## src/rtl/uart_rx_frame.sv

```systemverilog
// uart_rx_frame: asynchronous serial receiver feeding the LED control stage.
// Receives 8N1 frames by default. Define UART_RX_PARITY_EN to receive 8E1
// frames, which adds a PARITY state and a parity check.
//
// Ports:
//   sys_clk    - system clock
//   sys_rst    - synchronous active-high reset
//   uart_rxd   - asynchronous serial input, idle high
//   uart_data  - last correctly received byte, held until the next good frame
//   uart_done  - one-cycle pulse, uart_data has just been updated
//   frame_err  - one-cycle pulse, stop bit sampled low
//   parity_err - one-cycle pulse, parity mismatch (tied 0 without the macro)
//   busy       - high while a frame is being received
module uart_rx_frame #(
  parameter int unsigned CLK_FREQ = 50_000_000,
  parameter int unsigned UART_BPS = 115200
) (
  input  logic       sys_clk,
  input  logic       sys_rst,
  input  logic       uart_rxd,
  output logic [7:0] uart_data,
  output logic       uart_done,
  output logic       frame_err,
  output logic       parity_err,
  output logic       busy
);

  localparam int unsigned BPS_CNT = CLK_FREQ / UART_BPS;
  localparam int unsigned CNT_W   = (BPS_CNT > 1) ? $clog2(BPS_CNT) : 1;
  localparam logic [CNT_W-1:0] CNT_MID  = CNT_W'(BPS_CNT / 2);
  localparam logic [CNT_W-1:0] CNT_LAST = CNT_W'(BPS_CNT - 1);

  typedef enum logic [2:0] {
    S_IDLE   = 3'd0,
    S_START  = 3'd1,
    S_DATA   = 3'd2,
`ifdef UART_RX_PARITY_EN
    S_PARITY = 3'd4,
`endif
    S_STOP   = 3'd3
  } state_t;

  // Three-flop synchronizer; all stages reset to the idle (high) level.
  logic rxd_d0_q, rxd_d1_q, rxd_d2_q;

  state_t           state_q, state_d;
  logic [CNT_W-1:0] clk_cnt_q, clk_cnt_d;
  logic [2:0]       bit_cnt_q, bit_cnt_d;
  logic [7:0]       shift_q, shift_d;
  logic [7:0]       uart_data_q, uart_data_d;
  logic             uart_done_q, uart_done_d;
  logic             frame_err_q, frame_err_d;
  logic             busy_q, busy_d;

  logic start_flag;
  logic mid_bit;
  logic bit_end;

`ifdef UART_RX_PARITY_EN
  logic par_bit_q, par_bit_d;
  logic parity_err_q, parity_err_d;
  logic par_bad;
`endif

  // Falling edge on the synchronised line.
  assign start_flag = rxd_d2_q & ~rxd_d1_q;
  assign mid_bit    = (clk_cnt_q == CNT_MID);
  assign bit_end    = (clk_cnt_q == CNT_LAST);

`ifdef UART_RX_PARITY_EN
  // Even parity: the parity bit must equal the XOR of the data bits.
  assign par_bad = (par_bit_q != ^shift_q);
`endif

  // Next-state and output decode.
  always_comb begin
    state_d     = state_q;
    clk_cnt_d   = clk_cnt_q;
    bit_cnt_d   = bit_cnt_q;
    shift_d     = shift_q;
    uart_data_d = uart_data_q;
    uart_done_d = 1'b0;
    frame_err_d = 1'b0;
`ifdef UART_RX_PARITY_EN
    par_bit_d    = par_bit_q;
    parity_err_d = 1'b0;
`endif

    if (state_q != S_IDLE) begin
      clk_cnt_d = bit_end ? '0 : clk_cnt_q + CNT_W'(1);
    end

    case (state_q)
      S_IDLE: begin
        clk_cnt_d = '0;
        bit_cnt_d = '0;
        if (start_flag) begin
          state_d = S_START;
        end
      end

      S_START: begin
        // A start bit that is high again at mid-bit was only a glitch.
        if (mid_bit && rxd_d1_q) begin
          state_d = S_IDLE;
        end else if (bit_end) begin
          state_d   = S_DATA;
          bit_cnt_d = '0;
        end
      end

      S_DATA: begin
        if (mid_bit) begin
          shift_d = {rxd_d1_q, shift_q[7:1]};
        end
        if (bit_end) begin
          if (bit_cnt_q == 3'd7) begin
`ifdef UART_RX_PARITY_EN
            state_d = S_PARITY;
`else
            state_d = S_STOP;
`endif
          end else begin
            bit_cnt_d = bit_cnt_q + 3'd1;
          end
        end
      end

`ifdef UART_RX_PARITY_EN
      S_PARITY: begin
        if (mid_bit) begin
          par_bit_d = rxd_d1_q;
        end
        if (bit_end) begin
          state_d = S_STOP;
        end
      end
`endif

      S_STOP: begin
        // Decide at mid stop bit so a slightly fast sender can start the
        // next frame immediately; frame error outranks parity error.
        if (mid_bit) begin
          state_d = S_IDLE;
          if (!rxd_d1_q) begin
            frame_err_d = 1'b1;
`ifdef UART_RX_PARITY_EN
          end else if (par_bad) begin
            parity_err_d = 1'b1;
`endif
          end else begin
            uart_data_d = shift_q;
            uart_done_d = 1'b1;
          end
        end
      end

      default: state_d = S_IDLE;
    endcase

    busy_d = (state_d != S_IDLE);
  end

  // State and output registers.
  always_ff @(posedge sys_clk) begin
    if (sys_rst) begin
      rxd_d0_q    <= 1'b1;
      rxd_d1_q    <= 1'b1;
      rxd_d2_q    <= 1'b1;
      state_q     <= S_IDLE;
      clk_cnt_q   <= '0;
      bit_cnt_q   <= '0;
      shift_q     <= '0;
      uart_data_q <= '0;
      uart_done_q <= 1'b0;
      frame_err_q <= 1'b0;
      busy_q      <= 1'b0;
`ifdef UART_RX_PARITY_EN
      par_bit_q    <= 1'b0;
      parity_err_q <= 1'b0;
`endif
    end else begin
      rxd_d0_q    <= uart_rxd;
      rxd_d1_q    <= rxd_d0_q;
      rxd_d2_q    <= rxd_d1_q;
      state_q     <= state_d;
      clk_cnt_q   <= clk_cnt_d;
      bit_cnt_q   <= bit_cnt_d;
      shift_q     <= shift_d;
      uart_data_q <= uart_data_d;
      uart_done_q <= uart_done_d;
      frame_err_q <= frame_err_d;
      busy_q      <= busy_d;
`ifdef UART_RX_PARITY_EN
      par_bit_q    <= par_bit_d;
      parity_err_q <= parity_err_d;
`endif
    end
  end

  assign uart_data = uart_data_q;
  assign uart_done = uart_done_q;
  assign frame_err = frame_err_q;
  assign busy      = busy_q;
`ifdef UART_RX_PARITY_EN
  assign parity_err = parity_err_q;
`else
  assign parity_err = 1'b0;
`endif

endmodule

```

## config.mk

```make
export PLATFORM = sky130hd
export DESIGN_NAME = uart_rx_frame
export DESIGN_NICKNAME = d
export VERILOG_FILES = /design/src/rtl/uart_rx_frame.sv
export SDC_FILE = /design/constraint.sdc
export NUM_CORES = 1
export LEC_CHECK = 0
export CORE_ASPECT_RATIO = 0.75
export CORE_UTILIZATION = 30
export CTS_BUF_LIST = sky130_fd_sc_hd__clkbuf_16
export DETAILED_ROUTE_END_ITERATION = 12
export DONT_BUFFER_PORTS = 1
export GPL_TIMING_DRIVEN = 0
export PLACE_DENSITY_LB_ADDON = 0.15
export SYNTH_ARGS = -nofsm -noshare
export SYNTH_HDL_FRONTEND = slang
export SYNTH_SLANG_ARGS = --single-unit
```

## constraint.sdc

```tcl
create_clock -name sys_clk -period 2.2 [get_ports sys_clk]
set_clock_uncertainty 0.1 [all_clocks]
set_input_delay 0.44 -clock sys_clk [delete_from_list [all_inputs] [get_ports sys_clk]]
set_output_delay 0.44 -clock sys_clk [all_outputs]
set_load 0.03 [all_outputs]
```

==> impl_metrics.tcl, run 1 <==
set metrics [dict create \
    status "completed" \
    syn_to_final_growth_pct 14.0 \
    cts.hold.buffers_added 0 \
    rows 22 \
    postCtsSetupRepairBufs 0 \
    min_to "rxd_d0_q$_SDFF_PP1_" \
    ir_drop_mv 0.412 \
    design_area_mm2 0.00178 \
    synth_top_area_share_pct 47.5 \
    utilization_pct 35.9 \
    synth-compound-area-share_pct 6.42 \
    crit_required_ns 2.24 \
    synth.cell_area_mm2 0.00156 \
    final_max_slew_viol_count 0 \
    setup-violations-final 0 \
    cts_tree "yes" \
    routedWlPerCell_um 13.1 \
    grt_pass1_wl_mm 5.24 \
    antenna_found_initial 0 \
    synth-xor-area-share_pct 3.93 \
    drc 0 \
    whs_ns 0.171 \
    finalHoldViolCount 0 \
    mostFrequentLayoutCell "dfxtp_1" \
    crit_fanout 8 \
    synth_fa_ha_area_share_pct 3.21 \
    layout-drive-gt1-share_pct 11.8 \
    yosys_register_bits 37 \
    coreArea_mm2 0.00495 \
    wirelength_mm 3.01 \
    slew-limit-headroom_pct 54.5 \
    chipWidth_um 85.3 \
    p_leak_nw 0.687 \
    grt-ovfl-total 0 \
    cts_made_buffers 5 \
    power_mw 1.38 \
    drt_iter0_drc 86 \
    slowest_stage "nor2b_1" \
    vias_per_cell 5.01 \
    min_path_type "in2reg" \
    arrival_ns 1.88 \
    die_h_um 64.5 \
    gp_congestion 0.749 \
    cts_max_level 2 \
    root_buffer "clkbuf_16" \
    port_buffers 0 \
    synthMuxAreaShare_pct 10.9 \
    power_density_mw_per_mm2 774 \
    ff2ff_path_depth 5 \
    worstMarginPinSlew_ns 0.677 \
    max_freq_ghz 0.542 \
    rr_startpoint "state_q[1]$_SDFF_PP0_" \
    max_stage_delay_ns 0.46 \
    clkLatencyLatePin_ns 0.27 \
    worstPathCellList "nor2b_1 -> and4_1 -> buf_6 -> mux2i_1 -> nor2_1" \
    most-common-layout-cells "37 x dfxtp_1, 30 x nor2_1, 17 x mux2i_1" \
    yosys_warnings 0 \
    synthTopCellsByArea "dfxtp_1 47%, mux2i_1 11%, nor2_1 7.2%" \
    io_pins 15 \
    synth_cells 160 \
    initial_core_util_pct 31.5 \
    cp-start-kind "register" \
    syn_area_per_cell_um2 9.75 \
    r2r-end "shift_q[0]$_SDFFE_PP0P_" \
    path_clk_slew_ns 0.05 \
    dieArea_mm2 0.00550 \
    crit_type "reg2reg" \
    hold_path_startpoint "uart_rxd" \
    place_hpwl_mm 2.17 \
    path_buf_inv 1 \
    post_cts_resized 0 \
    end_kind "register" \
    yosysTopAreaCell "dfxtp_1" \
    hold_path_depth 1 \
    max_cap_violations 0 \
    r2r_setup_slack_ns 0.36 \
    dr_total_vias 1147 \
    path_delay_family "simple AND/OR/NAND/NOR gates" \
    period_needed_ns 1.84 \
    firstDrtPassIters 4 \
    cts_sinks 37 \
    n_antenna_cell 0 \
    synthSimpleGateAreaFrac_pct 23.3 \
    rsz0062_at_grt "no" \
    ant_nets 0 \
    nets 175 \
    timing.final.crit_share_pct 83.8 \
    synth_top_family_by_area "simple AND/OR/NAND/NOR gates" \
    clockBufferDepth 2 \
    tns_ns 0 \
    track_usage_pct 12.2 \
    grt_pass1_vias 1103 \
    grt_max_degree 12 \
    ys_types 38 \
    post_dp_cell_area_mm2 0.00164 \
    synth.yosys.seq_area_share_pct 47.5 \
]
==> area by class of cell <==
class                           count  area (µm²)
Tap cell                           60        75.1
Multi-Input combinational cell    111         752
Clock inverter                      3        13.8
Clock buffer                        5         125
Buffer                             10        60.1
Fill cell                         501        3180
Inverter                            3        11.3
Sequential cell                    37         741
==> through the flow <==
stage                     worst slack, ns  std cells
after floorplan                     0.553        161
after global placement              0.396        221
after detailed placement            0.368        221
after CTS                           0.361        229
after global routing                0.204        229
final                               0.355        229
==> where the power goes <==
group	switching (mW)	total (mW)	internal [mW]
Clock	0.253	0.664	0.411
Combinational	0.0217	0.0322	0.0106
Sequential	0.00460	0.680	0.676
Total	0.279	1.38	1.10
==> logic make-up after synthesis <==
family	count (synthesis)
and+or+nand+nor	67
DFF	37
muxes	17
AOI/OAI and AO/OA	14
buffers and inverters	13
xor gates and xnor gates	7
adders and majority gates	4
other	1
==> flip-flops by register name (all words and copies together), names as in the netlist <==
name       count
bit_cnt_q      3
busy           1
clk_cnt_q      9
frame_err      1
rxd_d0_q       1
rxd_d1_q       1
rxd_d2_q       1
shift_q        8
state_q        3
uart_data      8
uart_done      1
==> worst reg2reg max path: stages (launching register included) <==
cell and delay [ns]:
dfxtp_1 0.45, nor2b_1 0.46, and4_1 0.29, buf_6 0.16, mux2i_1 0.20, nor2_1 0.06
==> worst max-delay path by stage <==
stage	slack [ns]	to	startpoint	cells after the start
floorplan	0.55	clk_cnt_q[2]$_SDFFE_PP0N_	clk_cnt_q[1]$_SDFFE_PP0N_	7
detailed placement	0.37	shift_q[0]$_SDFFE_PP0P_	state_q[1]$_SDFF_PP0_	5
finish	0.36	shift_q[0]$_SDFFE_PP0P_	state_q[1]$_SDFF_PP0_	5
CTS	0.36	shift_q[0]$_SDFFE_PP0P_	state_q[1]$_SDFF_PP0_	5
global placement	0.40	shift_q[1]$_SDFFE_PP0P_	state_q[1]$_SDFF_PP0_	5
global route	0.20	shift_q[2]$_SDFFE_PP0P_	state_q[1]$_SDFF_PP0_	5
==> metal layers <==
metal  global-route usage (%)  share of wire (%)  vias to the layer above
met2                     17.7                 43                       24
met5                        0                  0                        -
met4                     3.13               0.87                        0
li1                         -                  -                      579
met3                     4.33                4.9                        6
met1                     17.2                 51                      538
==> cell usage after synthesis (all sizes together) <==
cell type and instances:
nand4b 2, or2 3, o21a 1, and3 1, nand3b 2, clkbuf 4
buf 6, and2 1, and4b 2, a21boi 1, ha 4, a21oi 4
a311oi 1, nor2 30, nor2b 1, xor2 2, o41ai 2, conb 1
nor4b 1, and4 1, o311ai 3, and3b 1, and4bb 2, xnor2 5
o21ai 1, nand2 5, nand3 5, mux2i 17, nor3 5, nand4 3
or3 1, dfxtp 37, nor3b 1, inv 3, o31ai 1
(Power assumes the default switching activity.)
==> run 2, diff against run 1 <==
clock period = 1.88 ns   (was 2.2 ns; I/O delays follow)
==> impl_metrics.tcl, run 2 (synthesis results as in run 1) <==
set metrics [dict create \
    clkPwrFrac_pct 48.3 \
    clkLatencyLatePin_ns 0.27 \
    drc 0 \
    finalHoldViolCount 0 \
    placedCellCount 221 \
    arrival_ns 1.86 \
    routedWlPerCell_um 13.2 \
    max_stage_delay_ns 0.36 \
    grt-ovfl-total 0 \
    ff2ff_path_depth 6 \
    startpoint "clk_cnt_q[0]$_SDFFE_PP0N_" \
    crit_required_ns 1.99 \
    most-common-layout-cells "36 x dfxtp_1, 30 x nor2_1, 17 x mux2i_1" \
    timing.final.crit_share_pct 92.8 \
    cts_max_level 2 \
    track_usage_pct 12.2 \
    ant_nets 0 \
    drt_iter0_drc 68 \
    setup-violations-final 0 \
    rsz0062_at_grt "no" \
    cp-start-kind "register" \
    layout-drive-gt1-share_pct 13.6 \
    hold_path_depth 1 \
    nets 175 \
    path_delay_family "simple AND/OR/NAND/NOR gates" \
    gp_congestion 0.749 \
    max_freq_ghz 0.573 \
    finalWorstSetupSlack_ns 0.134 \
    port_buffers 0 \
    grt_pass1_wl_mm 5.24 \
    antenna_found_initial 0 \
    firstDrtPassIters 4 \
    syn_to_final_growth_pct 14.8 \
    power.share.switching_pct 20.4 \
    path_buf_inv 1 \
    power_density_mw_per_mm2 900 \
    rows 22 \
    io_pins 15 \
    utilization_pct 36.2 \
    cts_tree "yes" \
    tns_ns 0 \
    min_path_type "in2reg" \
    mostFrequentLayoutCell "dfxtp_1" \
    grt_pass1_vias 1103 \
    path_clk_slew_ns 0.05 \
    end_kind "register" \
    cts_sinks 37 \
    coreArea_mm2 0.00495 \
    max_cap_violations 0 \
    worstMarginPinSlew_ns 0.663 \
    postCtsSetupRepairBufs 0 \
    place_hpwl_mm 2.17 \
    ir_drop_mv 0.485 \
    slowest_stage "or3_1" \
    dieArea_mm2 0.00550 \
    period_needed_ns 1.75 \
    clockBufferDepth 2 \
    instances_no_fill 229 \
    initial_core_util_pct 31.5 \
    seqPwrFrac_pct 49.4 \
    status "completed" \
    vias_per_cell 5.05 \
    crit_fanout 9 \
    p_leak_nw 0.690 \
    worstPathCellList "ha_1 -> and4bb_4 -> and2_4 -> or3_1 -> buf_6 -> nor2_1" \
    top_register "clk_cnt_q" \
    path_depth 6 \
    wirelength_mm 3.01 \
    p_int_mw 1.28 \
    chipWidth_um 85.3 \
    root_buffer "clkbuf_16" \
    combPwrFrac_pct 2.4 \
    hold_path_startpoint "uart_rxd" \
    die_h_um 64.5 \
    grt_max_degree 12 \
    cts_made_buffers 5 \
    largest_reg_flops 9 \
    final_max_slew_viol_count 0 \
    dr_total_vias 1157 \
    crit_type "reg2reg" \
    rr_startpoint "clk_cnt_q[0]$_SDFFE_PP0N_" \
    p_switching_mw 0.329 \
    post-place-ws_ns 0.0476 \
    slew-limit-headroom_pct 55.4 \
    n_antenna_cell 0 \
]
-- run 2: cell types whose count changed in the layout (fill, tap and decap cells not counted) --
cell	delta
buf_2	-1
clkbuf_4	+1
dfxtp_1	-1
dfxtp_2	+1
nor2b_1	-1
nor2b_2	+1
o41ai_1	-1
o41ai_2	+1
-- run 2: metal layers --
layer	track usage [%]	part of all wire, %	vias up
met5	0	0	-
met4	3.13	0.63	0
met3	4.33	5.4	4
met2	17.7	44	32
met1	17.2	50	543
li1	-	-	578
-- run 2: what timing repair did --
action,in CTS,in global routing
gates resized for setup,0,4
endpoints found under the setup margin,0,12
hold endpoints to repair,0,0
hold buffers,0,0
-- run 2: path summary, 6_finish.rpt --
| kind | slack, ns | endpoint |
|---|---|---|
| setup / recovery | 0.13 | clk_cnt_q[4]$_SDFFE_PP0N_ |
| hold / removal | 0.11 | rxd_d0_q$_SDFF_PP1_ |
| setup reg to reg | 0.13 | clk_cnt_q[4]$_SDFFE_PP0N_ |
| hold reg to reg | 0.31 | rxd_d1_q$_SDFF_PP1_ |
-- run 2: layout make-up --
cell class                 instances  area, µm²
sequential                        37        742
tap                               60       75.1
inverter                           3       11.3
multi-input combinational        111        762
buffer                            10       62.6
fill                             502       3160
clock buffer                       5        125
clock inverter                     3       13.8
-- run 2: worst reg2reg max path, delay by kind of cell (launching register included) --
kind,cells,cell delay [ns]
flip-flops,1,0.34
AND/OR/NAND/NOR,4,0.86
adder cells (fa/ha/maj),1,0.24
buffers and inverters,1,0.15
-- run 2: power groups by stage --
stage	registers [mW]	clock network, mW	logic (mW)
3_5_place_dp	0.813	0	0.0380
2_1_floorplan	0.812	0	0.0294
6_report	0.797	0.778	0.0380
5_1_grt	0.797	0.833	0.0434
4_1_cts	0.796	0.795	0.0380
3_3_place_gp	0.813	0	0.0367
-- run 2: metrics by stage --
stage	power [mW]	area, µm²	hold slack, ns
finish	1.61	1790	0.107
global placement	0.850	1640	0.300
floorplan	0.841	1560	0.289
global route	1.67	1790	0.0992
detailed placement	0.851	1640	0.293
CTS	1.63	1780	0.106
==> run 3, diff against run 2 <==
SLEW_MARGIN = 25   (was not set)
==> results of run 3 <==
Final layout, timing and power as in run 2 (identical DEF).
